<file path="src/rtl/mem_image_packer_pkg.sv">
// Shared types and constants for the testbench memory image packer.
package mem_image_packer_pkg;

    localparam int DEF_LINE_WORDS = 16;
    localparam int DEF_WORD_WIDTH = 32;
    localparam int DEF_CNT_WIDTH  = 16;

    localparam logic [31:0] INST_PAD_WORD = 32'h0000_0013;
    localparam logic [31:0] DATA_PAD_WORD = 32'h0000_0000;

    typedef enum logic {
        INST = 1'b0,
        DATA = 1'b1
    } cacheline_type_t;

    typedef logic [DEF_LINE_WORDS*DEF_WORD_WIDTH-1:0] risc_v_cacheline_t;

    typedef enum logic [1:0] {
        MEM_PACK_FILL = 2'd0,
        MEM_PACK_PAD  = 2'd1,
        MEM_PACK_SEND = 2'd2
    } mem_packer_state_t;

endpackage

</file>
<file path="src/rtl/mem_line_buffer.sv">
// Word-indexed cacheline write buffer with index counter, line type and full/empty tracking.
module mem_line_buffer
    import mem_image_packer_pkg::*;
#(
    parameter int LINE_WORDS = DEF_LINE_WORDS,
    parameter int WORD_WIDTH = DEF_WORD_WIDTH,
    parameter int IDX_WIDTH  = $clog2(LINE_WORDS)
) (
    input  logic                             clk,
    input  logic                             reset,
    input  logic                             wr_en,
    input  logic [WORD_WIDTH-1:0]            wr_data,
    input  cacheline_type_t                  wr_type,
    input  logic                             clear,
    output logic [LINE_WORDS*WORD_WIDTH-1:0] line,
    output cacheline_type_t                  line_type,
    output logic [IDX_WIDTH-1:0]             index,
    output logic                             empty
);

    localparam logic [IDX_WIDTH-1:0] LAST_IDX = IDX_WIDTH'(LINE_WORDS - 1);

    logic [LINE_WORDS*WORD_WIDTH-1:0] line_r;
    cacheline_type_t                  type_r;
    logic [IDX_WIDTH-1:0]             index_r;
    logic                             full_r;
    logic                             empty_s;

    assign empty_s   = !full_r && (index_r == '0);
    assign line      = line_r;
    assign line_type = type_r;
    assign index     = index_r;
    assign empty     = empty_s;

    // Write one word at the current index; the index parks at the last slot and full marks it taken.
    always_ff @(posedge clk or negedge reset) begin
        if (!reset) begin
            line_r  <= '0;
            type_r  <= INST;
            index_r <= '0;
            full_r  <= 1'b0;
        end else if (clear) begin
            index_r <= '0;
            full_r  <= 1'b0;
        end else if (wr_en) begin
            line_r[index_r*WORD_WIDTH +: WORD_WIDTH] <= wr_data;
            if (empty_s) begin
                type_r <= wr_type;
            end
            if (index_r == LAST_IDX) begin
                full_r <= 1'b1;
            end else begin
                index_r <= index_r + IDX_WIDTH'(1);
            end
        end
    end

endmodule

</file>
<file path="src/rtl/mem_image_packer.sv">
// Packs a 32-bit word stream into padded cachelines and hands them to the memory loader.
// Defining MEM_PACKER_CHECKSUM_EN adds per-type wrapping checksums of transferred lines.
module mem_image_packer
    import mem_image_packer_pkg::*;
#(
    parameter int          LINE_WORDS = DEF_LINE_WORDS,
    parameter int          WORD_WIDTH = DEF_WORD_WIDTH,
    parameter logic [31:0] INST_PAD   = INST_PAD_WORD,
    parameter logic [31:0] DATA_PAD   = DATA_PAD_WORD,
    parameter int          CNT_WIDTH  = DEF_CNT_WIDTH
) (
    input  logic                             clk,
    input  logic                             reset,
    input  logic                             word_valid,
    output logic                             word_ready,
    input  logic [WORD_WIDTH-1:0]            word_data,
    input  cacheline_type_t                  word_type,
    input  logic                             word_last,
    output logic                             load_valid,
    input  logic                             load_ready,
    output logic [LINE_WORDS*WORD_WIDTH-1:0] cacheline,
    output cacheline_type_t                  cacheline_type,
    output logic [CNT_WIDTH-1:0]             inst_line_count,
    output logic [CNT_WIDTH-1:0]             data_line_count,
`ifdef MEM_PACKER_CHECKSUM_EN
    output logic [31:0]                      inst_checksum,
    output logic [31:0]                      data_checksum,
`endif
    output logic                             done
);

    localparam int                   IDX_WIDTH = $clog2(LINE_WORDS);
    localparam logic [IDX_WIDTH-1:0] LAST_IDX  = IDX_WIDTH'(LINE_WORDS - 1);

    mem_packer_state_t     state_r, state_s;
    logic                  ready_s, wr_en_s, clear_s, xfer_s, accept_s, mismatch_s;
    logic [WORD_WIDTH-1:0] wr_data_s, pad_s;
    logic [IDX_WIDTH-1:0]  index_s;
    logic                  empty_s;
    logic                  load_valid_r, done_r, last_r;
    logic [CNT_WIDTH-1:0]  inst_cnt_r, data_cnt_r;

    mem_line_buffer #(
        .LINE_WORDS (LINE_WORDS),
        .WORD_WIDTH (WORD_WIDTH),
        .IDX_WIDTH  (IDX_WIDTH)
    ) u_buf (
        .clk       (clk),
        .reset     (reset),
        .wr_en     (wr_en_s),
        .wr_data   (wr_data_s),
        .wr_type   (word_type),
        .clear     (clear_s),
        .line      (cacheline),
        .line_type (cacheline_type),
        .index     (index_s),
        .empty     (empty_s)
    );

    assign mismatch_s      = !empty_s && (word_type != cacheline_type);
    assign pad_s           = (cacheline_type == DATA) ? WORD_WIDTH'(DATA_PAD) : WORD_WIDTH'(INST_PAD);
    assign accept_s        = word_valid && ready_s;
    assign word_ready      = ready_s && reset;
    assign load_valid      = load_valid_r;
    assign inst_line_count = inst_cnt_r;
    assign data_line_count = data_cnt_r;
    assign done            = done_r;

    // Next-state and buffer control for fill / pad / send.
    always_comb begin
        state_s   = state_r;
        ready_s   = 1'b0;
        wr_en_s   = 1'b0;
        wr_data_s = word_data;
        clear_s   = 1'b0;
        xfer_s    = 1'b0;
        case (state_r)
            MEM_PACK_FILL: begin
                ready_s = !mismatch_s;
                if (word_valid && !mismatch_s) begin
                    wr_en_s = 1'b1;
                    if (index_s == LAST_IDX) begin
                        state_s = MEM_PACK_SEND;
                    end else if (word_last) begin
                        state_s = MEM_PACK_PAD;
                    end else begin
                        state_s = MEM_PACK_FILL;
                    end
                end else if (word_valid) begin
                    // The other-type word stays with the driver until this line is flushed.
                    state_s = MEM_PACK_PAD;
                end else begin
                    state_s = MEM_PACK_FILL;
                end
            end
            MEM_PACK_PAD: begin
                wr_en_s   = 1'b1;
                wr_data_s = pad_s;
                if (index_s == LAST_IDX) begin
                    state_s = MEM_PACK_SEND;
                end else begin
                    state_s = MEM_PACK_PAD;
                end
            end
            MEM_PACK_SEND: begin
                if (load_ready) begin
                    xfer_s  = 1'b1;
                    clear_s = 1'b1;
                    state_s = MEM_PACK_FILL;
                end else begin
                    state_s = MEM_PACK_SEND;
                end
            end
            default: begin
                state_s = MEM_PACK_FILL;
            end
        endcase
    end

    // State register; load_valid is registered so load_ready never reaches an output combinationally.
    always_ff @(posedge clk or negedge reset) begin
        if (!reset) begin
            state_r      <= MEM_PACK_FILL;
            load_valid_r <= 1'b0;
        end else begin
            state_r      <= state_s;
            load_valid_r <= (state_s == MEM_PACK_SEND);
        end
    end

    // Line counters, sticky done, and whether the open line carries the image's last word.
    always_ff @(posedge clk or negedge reset) begin
        if (!reset) begin
            inst_cnt_r <= '0;
            data_cnt_r <= '0;
            done_r     <= 1'b0;
            last_r     <= 1'b0;
        end else if (xfer_s) begin
            if (cacheline_type == INST) begin
                inst_cnt_r <= inst_cnt_r + CNT_WIDTH'(1);
            end else begin
                data_cnt_r <= data_cnt_r + CNT_WIDTH'(1);
            end
            if (last_r) begin
                done_r <= 1'b1;
            end
            last_r <= 1'b0;
        end else if (accept_s) begin
            done_r <= 1'b0;
            if (word_last) begin
                last_r <= 1'b1;
            end
        end
    end

`ifdef MEM_PACKER_CHECKSUM_EN
    logic [31:0] inst_sum_r, data_sum_r;

    function automatic logic [31:0] line_sum(input logic [LINE_WORDS*WORD_WIDTH-1:0] line);
        logic [31:0] acc;
        acc = 32'h0;
        for (int i = 0; i < LINE_WORDS; i++) begin
            acc = acc + 32'(line[i*WORD_WIDTH +: WORD_WIDTH]);
        end
        return acc;
    endfunction

    assign inst_checksum = inst_sum_r;
    assign data_checksum = data_sum_r;

    // Accumulate every word of each transferred line, pads included.
    always_ff @(posedge clk or negedge reset) begin
        if (!reset) begin
            inst_sum_r <= 32'h0;
            data_sum_r <= 32'h0;
        end else if (xfer_s) begin
            if (cacheline_type == INST) begin
                inst_sum_r <= inst_sum_r + line_sum(cacheline);
            end else begin
                data_sum_r <= data_sum_r + line_sum(cacheline);
            end
        end
    end
`endif

endmodule
</file>
<file path="config.mk">
export PLATFORM = sky130hd
export DESIGN_NAME = mem_image_packer
export DESIGN_NICKNAME = d
export VERILOG_FILES = /design/src/rtl/mem_image_packer_pkg.sv /design/src/rtl/mem_line_buffer.sv /design/src/rtl/mem_image_packer.sv
export SDC_FILE = /design/constraint.sdc
export NUM_CORES = 1
export LEC_CHECK = 0
export BUFFER_PORTS_ARGS = -buffer_cell sky130_fd_sc_hd__buf_4
export CORE_AREA = 2 2 226 228
export CTS_BUF_LIST = sky130_fd_sc_hd__clkbuf_8
export CTS_CLUSTER_DIAMETER = 150
export CTS_CLUSTER_SIZE = 14
export DETAILED_ROUTE_END_ITERATION = 6
export DIE_AREA = 0 0 228 230
export PLACE_DENSITY = 0.72
export SLEW_MARGIN = 20
export SYNTH_ARGS = -nofsm -noshare
export SYNTH_HDL_FRONTEND = slang
export SYNTH_HIERARCHICAL = 1
export SYNTH_SLANG_ARGS = --single-unit
</file>
<file path="constraint.sdc">
create_clock -name clk -period 5.5 [get_ports clk]
set_input_delay 0.825 -clock clk [delete_from_list [all_inputs] [get_ports clk]]
set_output_delay 0.825 -clock clk [all_outputs]
set_load 0.005 [all_outputs]
</file>
==> run metrics, run 1 <==
status=finished clean; CP required=6.03 ns; grt met2 use=0.4829; Net Sw Frac=0.4389; PortBufs=585; kind of cell adding the most delay to the critical path=simple AND/OR/NAND/NOR gates; Setup Skew=0.03048 ns; worst vdd ir=0.0003901 V; Warnings, synthesis=6; H-tree levels=2; Crit Path Max Fanout=34; WP buf/inv=1; GR peak layer=met2; CP Launch Type=flop; CTS tree=done; combinational power share=0.456; Hold WS=0.1896 ns; Async S/R FF share, synth=1.000; crit-path max cell delay=0.70 ns; Cell variety after synth=66; Leak=14.50 nW; placed cells=3,209; min-delay worst type=primary input to async pin; met3 GRT Util=0.09251; Post-synth EDFFs=0; vias in the first global route=18,730; initial drt markers=1,521; # Max-Cap Violations=0; Cells after Synth=2,107; Hold Buf Count CTS=0; final std cells w/o fill=3,261; Via density=5.737; CTS clk-pin slew, worst paths=0.11 ns; Worst R2R Setup Slack=0.69 ns; Core ar.=49,860 µm²; Yosys reg bits=555; Area Overhead vs Synth=23.40%; crit path kind=flop to flop; CP Cell Sequence=inv_1 -> ha_1 -> nand2b_1 -> nand2b_1 -> nor2_1 -> nor2_1 -> or4b_4 -> nand2_1 -> nor2b_1 -> o211ai_4 -> or2_2 -> o31ai_1; worst setup margin=0.6922 ns; CP Depth=12; Synth Area per Inst=11.11 µm²; RSZ-0062 raised after global routing=no; antenna violations before repair=1; Arrival @ worst endpoint=5.34 ns; fin crit share=0.8741; post-synthesis sequential area ratio=0.5931; initial core utilization=0.4696; total number of vias=18,710; Final ANT Viol Nets=0; multi-input logic area=8361 µm²; number of fill cells=4,244; Final nets=2,630; Detailed Place HPWL=56.12 mm; routed length per instance=25.08 µm; layout cell share with drive strength beyond 1=0.3100; GRT Residual Overflow=0; Post-DP Area=28,220 µm²; I/O pins=586; cell internal pwr=7.977 mW; CP Capture Point=u_buf/line[197]; Tot GR Track Use=0.3061; die height=230 µm; crit path max-delay cell type=or2_2; Psw=6.239 mW; Clk network pwr share=0.146; Routed WL=81.80 mm; Fmax=0.2080 GHz; cell with the most instances after synthesis=dfrtp_1; clock tree buffer depth=3; Tot Pwr=14.22 mW; dominant synthesized flop cell=dfrtp_1; CP startpoint=u_buf/index[1]; largest cells by area after synthesis=dfrtp_1, nand2_1, o31ai_1, mux2_2, a22o_1; final cell utilization of the core=0.5795; GR Layer Usage met1=0.3973; setup TNS=0 ns; pre-CTS setup slack=0.4803 ns; routability cong.=0.9091; Relative slew margins=0.2109; root buffer cell=clkbuf_8; fin. max-slew vios=0; Post-synth top cells=dfrtp_1, nand2_1, o31ai_1; R2R Path End=u_buf/line[197]; design area=28,890 µm²; Min Clock Period, post-route=4.808 ns; TritonCTS Buffers=45; Worst-Margin Slew=1.184 ns; Reg power frac=0.398; post-CTS setup buffers=0; Post-route DRC=0; Synthesized Nets=2,152; post-synth design cell area=23,410 µm²; post-cts resize count=0; global-route wire length before repair=121.5 mm; Clock Sinks=555; drt first pass iters=6; R2R cell count=12; pin count of the biggest net entering global routing=170; die width=228 µm; largest area contributor in the netlist=dfrtp_1; Final Hold Viols=0; FF/Latch Area=13,890 µm²; Setup Viol. Count Final=0; pwr dens=492.0 nW/µm²; endpoint class of the critical path=flop; clock latency on the worst-skew pair=0.67 ns; share of the synthesized area in the top cell type=0.5931; Rows=82; DIE AREA=52,440 µm²; R2R Path Start=u_buf/index[1]
cells by family (layout without fill, tap and decap cells):
| group | count (synthesis) | after routing | share of synthesized area |
|---|---|---|---|
| compound gates | 445 | 445 | 0.1342 |
| xor+xnor | 34 | 34 | 0.01384 |
| fa+ha+maj | 7 | 7 | 0.003740 |
| buf+inv | 297 | 777 | 0.05723 |
| flops | 555 | 555 | 0.5931 |
| mux | 162 | 162 | 0.07465 |
| other cells | 0 | 2 | 0 |
| simple gates | 607 | 607 | 0.1232 |
registers in the layout, summed over array words and instances, names as in the netlist:
register         cells
u_buf/index          4
u_buf/full_r         1
u_buf/line_type      1
inst_line_count     16
done                 1
data_line_count     16
state_r              2
load_valid           1
last_r               1
u_buf/line         512
layout make-up:
| cell class | count | area share |
|---|---|---|
| inverter | 102 | 0.01325 |
| sequential | 555 | 0.4807 |
| multi-input combinational | 1255 | 0.2894 |
| tap | 672 | 0.02910 |
| antenna | 2 | 0.0001732 |
| clock buffer | 45 | 0.02144 |
| timing repair buffer | 626 | 0.1649 |
| clock inverter | 4 | 0.001126 |
worst min-delay path by stage:
| stage | startpoint | endpoint | slack (ns) | cells past startpoint |
|---|---|---|---|---|
| after global placement | u_buf/line[119] | u_buf/line[119] | 0.46 | 2 |
| final | reset | u_buf/line[231] | 0.19 | 1 |
| after floorplan | last_r | last_r | 0.47 | 1 |
| after global routing | reset | u_buf/line[231] | 0.20 | 1 |
| after CTS | reset | u_buf/line[231] | 0.18 | 1 |
| after detailed placement | inst_line_count[15] | inst_line_count[15] | 0.47 | 1 |
layer usage:
| layer | vias up | part of all wire | wire length (µm) |
|---|---|---|---|
| li1 | 8156 | - | - |
| met1 | 9449 | 0.40 | 32430 |
| met2 | 927 | 0.47 | 38110 |
| met3 | 175 | 0.098 | 7989 |
| met4 | 0 | 0.040 | 3275 |
| met5 | - | 0 | 0 |
placed cells by master (no fill, tap or decap), types with 31 or more instances in the layout:
cell type	instances
o21ai_0	149
inv_1	101
nand2_1	372
and2_1	31
and3_1	74
o31ai_1	155
clkbuf_8	45
buf_4	620
nand3_1	45
mux2_2	81
mux2i_1	61
a22o_1	101
dfrtp_1	555
power by group through the flow:
stage	Clock, mW	Combinational, mW	Sequential [mW]
2_1_floorplan	0	3.15	5.66
3_5_place_dp	0	6.44	5.70
4_1_cts	2.13	6.44	5.64
5_1_grt	2.27	6.89	5.76
6_report	2.08	6.48	5.65
3_3_place_gp	0	6.30	5.67
Power figures use the tool's default switching activity.
==> run 2: changes to the inputs <==
--- a/config.mk
+++ b/config.mk
@@ -6,13 +6,14 @@
 export NUM_CORES = 1
 export LEC_CHECK = 0
 export BUFFER_PORTS_ARGS = -buffer_cell sky130_fd_sc_hd__buf_4
-export CORE_AREA = 2 2 226 228
+export CELL_PAD_IN_SITES_DETAIL_PLACEMENT = 0
+export CELL_PAD_IN_SITES_GLOBAL_PLACEMENT = 2
+export CORE_UTILIZATION = 38
 export CTS_BUF_LIST = sky130_fd_sc_hd__clkbuf_8
 export CTS_CLUSTER_DIAMETER = 150
 export CTS_CLUSTER_SIZE = 14
 export DETAILED_ROUTE_END_ITERATION = 6
-export DIE_AREA = 0 0 228 230
-export PLACE_DENSITY = 0.72
+export PLACE_DENSITY = 0.88
 export SLEW_MARGIN = 20
 export SYNTH_ARGS = -nofsm -noshare
 export SYNTH_HDL_FRONTEND = slang
==> constraint.sdc (replaced) <==
create_clock -name clk -period 5.5 [get_ports clk]
set_input_delay 0.275 -clock clk [delete_from_list [all_inputs] [get_ports clk]]
set_output_delay 0.275 -clock clk [all_outputs]
set_load 0.005 [all_outputs]
==> run 2 against run 1 <==
Against the previous run:
- fmax is 2.1% higher
- hold slack worse by 0.11 ns
- non-clock buffer count is 16 higher
- sequential power hardly changed
- cell count is 3.8% higher
- global-route usage is 3.0 points lower
- cell area is 1.1% higher
- die area is 19% higher
- total power is 1.6% higher
- flip-flop and latch count stayed put
- largest cell class unchanged
==> run metrics, run 2 (same netlist as run 1, synthesis figures left out) <==
status=finished clean; vias in the first global route=18,200; CTS tree=done; # Max-Cap Violations=0; multi-input logic area=8363 µm²; I/O pins=586; fin. max-slew vios=0; Setup Viol. Count Final=0; R2R Path Start=u_buf/index[1]; most common cell after layout, fill and taps aside=buf_4; worst vdd ir=0.0004133 V; total number of vias=18,440; final std cells w/o fill=3,386; CP Launch Type=flop; hold depth=4; global-route wire length before repair=127.9 mm; CP required=6.04 ns; Relative slew margins=0.2351; most frequent cells in the layout=buf_4, dfrtp_1, nand2_1, o31ai_1, o21ai_0; Worst R2R Setup Slack=0.79 ns; Hold Startpoint=word_data[1]; pin count of the biggest net entering global routing=118; clock tree buffer depth=3; drt first pass iters=5; Setup Skew=0.03714 ns; Final Hold Viols=0; Hold WS=0.08014 ns; DIE AREA=62,620 µm²; max reg flops=512; Arrival @ worst endpoint=5.25 ns; GRT Residual Overflow=0; H-tree levels=2; fin crit share=0.8558; initial drt markers=1,312; R2R Path End=u_buf/line[404]; Area Overhead vs Synth=24.74%; Clock Sinks=555; PortBufs=585; Routed WL=88.28 mm; crit path kind=flop to flop; hold worst-path end=u_buf/line[65]; Min Clock Period, post-route=4.707 ns; Detailed Place HPWL=60.13 mm; clock latency on the worst-skew pair=0.66 ns; post-cts resize count=0; FF/Latch Area=13,890 µm²; Final ANT Viol Nets=0; RSZ-0062 raised after global routing=no; CTS clk-pin slew, worst paths=0.10 ns; Final nets=2,646; antenna violations before repair=5; R2R cell count=14; Worst-Margin Slew=1.147 ns; setup TNS=0 ns; number of fill cells=5,638; pwr dens=494.4 nW/µm²; TritonCTS Buffers=45; die height=250.2 µm; Fmax=0.2125 GHz; Tot GR Track Use=0.2762; layout cell share with drive strength beyond 1=0.3123; die width=250.2 µm; Crit Path Max Fanout=22; Rows=90; Via density=5.445; routability cong.=0.8745; routed length per instance=26.07 µm; Core ar.=60,580 µm²; placed cells=3,330; initial core utilization=0.3865; endpoint class of the critical path=flop; root buffer cell=clkbuf_8; Post-route DRC=0; min-delay worst type=primary input to flop; Leak=14.59 nW
[run 2: cell count changes in the layout (fill, tap and decap cells not counted), sizes merged]
cell,previous run,this run
buf,626,636
clkbuf,45,47
diode,2,1
dlygate4sd3,0,6
inv,103,101
[run 2: metrics by stage]
step / util / cell area (µm²) / total power [mW] / setup WS (ns)
after floorplan: - / 23420 / 8.810 / 2.053
after global placement: 0.4701 / 28480 / 12.25 / 0.9477
after detailed placement: 0.4701 / 28480 / 12.37 / 0.8627
after CTS: 0.4821 / 29200 / 14.55 / 0.8242
after global routing: 0.4821 / 29210 / 15.17 / 0.5311
final: 0.4821 / 29210 / 14.44 / 0.7933
[run 2: cell type report]
class	instances	area share
multi-input combinational	1255	0.2863
clock buffer	47	0.02215
antenna	1	0.00008568
clock inverter	2	0.0005141
sequential	555	0.4755
inverter	102	0.01311
timing repair buffer	642	0.1688
tap	782	0.03350
[run 2: where the power goes]
| group | switching (mW) | total, mW | internal, mW |
|---|---|---|---|
| Combinational | 4.35 | 6.63 | 2.27 |
| Sequential | 0.656 | 5.66 | 5.00 |
| Clock | 1.38 | 2.15 | 0.767 |
[run 2: timing repair]
item | in CTS | in global routing
hold buffers | 6 | 0
endpoints found under the setup margin | 0 | 0
hold endpoints to repair | 87 | 0
setup buffers | 0 | 0
[run 2: worst max-delay path by stage]
stage / start / endpoint / slack [ns] / cells after the start
global route: u_buf/index[1] / u_buf/line[404] / 0.53 / 14
floorplan: u_buf/index[0] / u_buf/line[133] / 2.05 / 16
detailed placement: u_buf/index[1] / u_buf/line[409] / 0.86 / 14
global placement: u_buf/index[1] / u_buf/line[397] / 0.95 / 14
CTS: u_buf/index[1] / u_buf/line[408] / 0.82 / 14
finish: u_buf/index[1] / u_buf/line[404] / 0.79 / 14
[run 2: routing by layer]
metal  routed length, µm  vias up  GRT usage  part of all wire
met5                   0        -          0                 0
met4                2812        0    0.08694             0.032
met3                7199      136    0.07877             0.082
met2               41560      659     0.4412              0.47
met1               36710     9464     0.3624              0.42
li1                    -     8178          -                 -
[run 2: worst max-delay path, cell delays in order, from the launching register on]
cell and delay, ns:
dfrtp_1 0.53, inv_1 0.14, ha_1 0.48, nand2b_1 0.19, nand2b_1 0.24, nor2_1 0.11, nor2_1 0.08, or4b_4 0.50
nand2_1 0.29, nor2b_1 0.36, buf_4 0.28, nand3_1 0.14, a211oi_4 0.62, buf_12 0.27, mux2_2 0.35
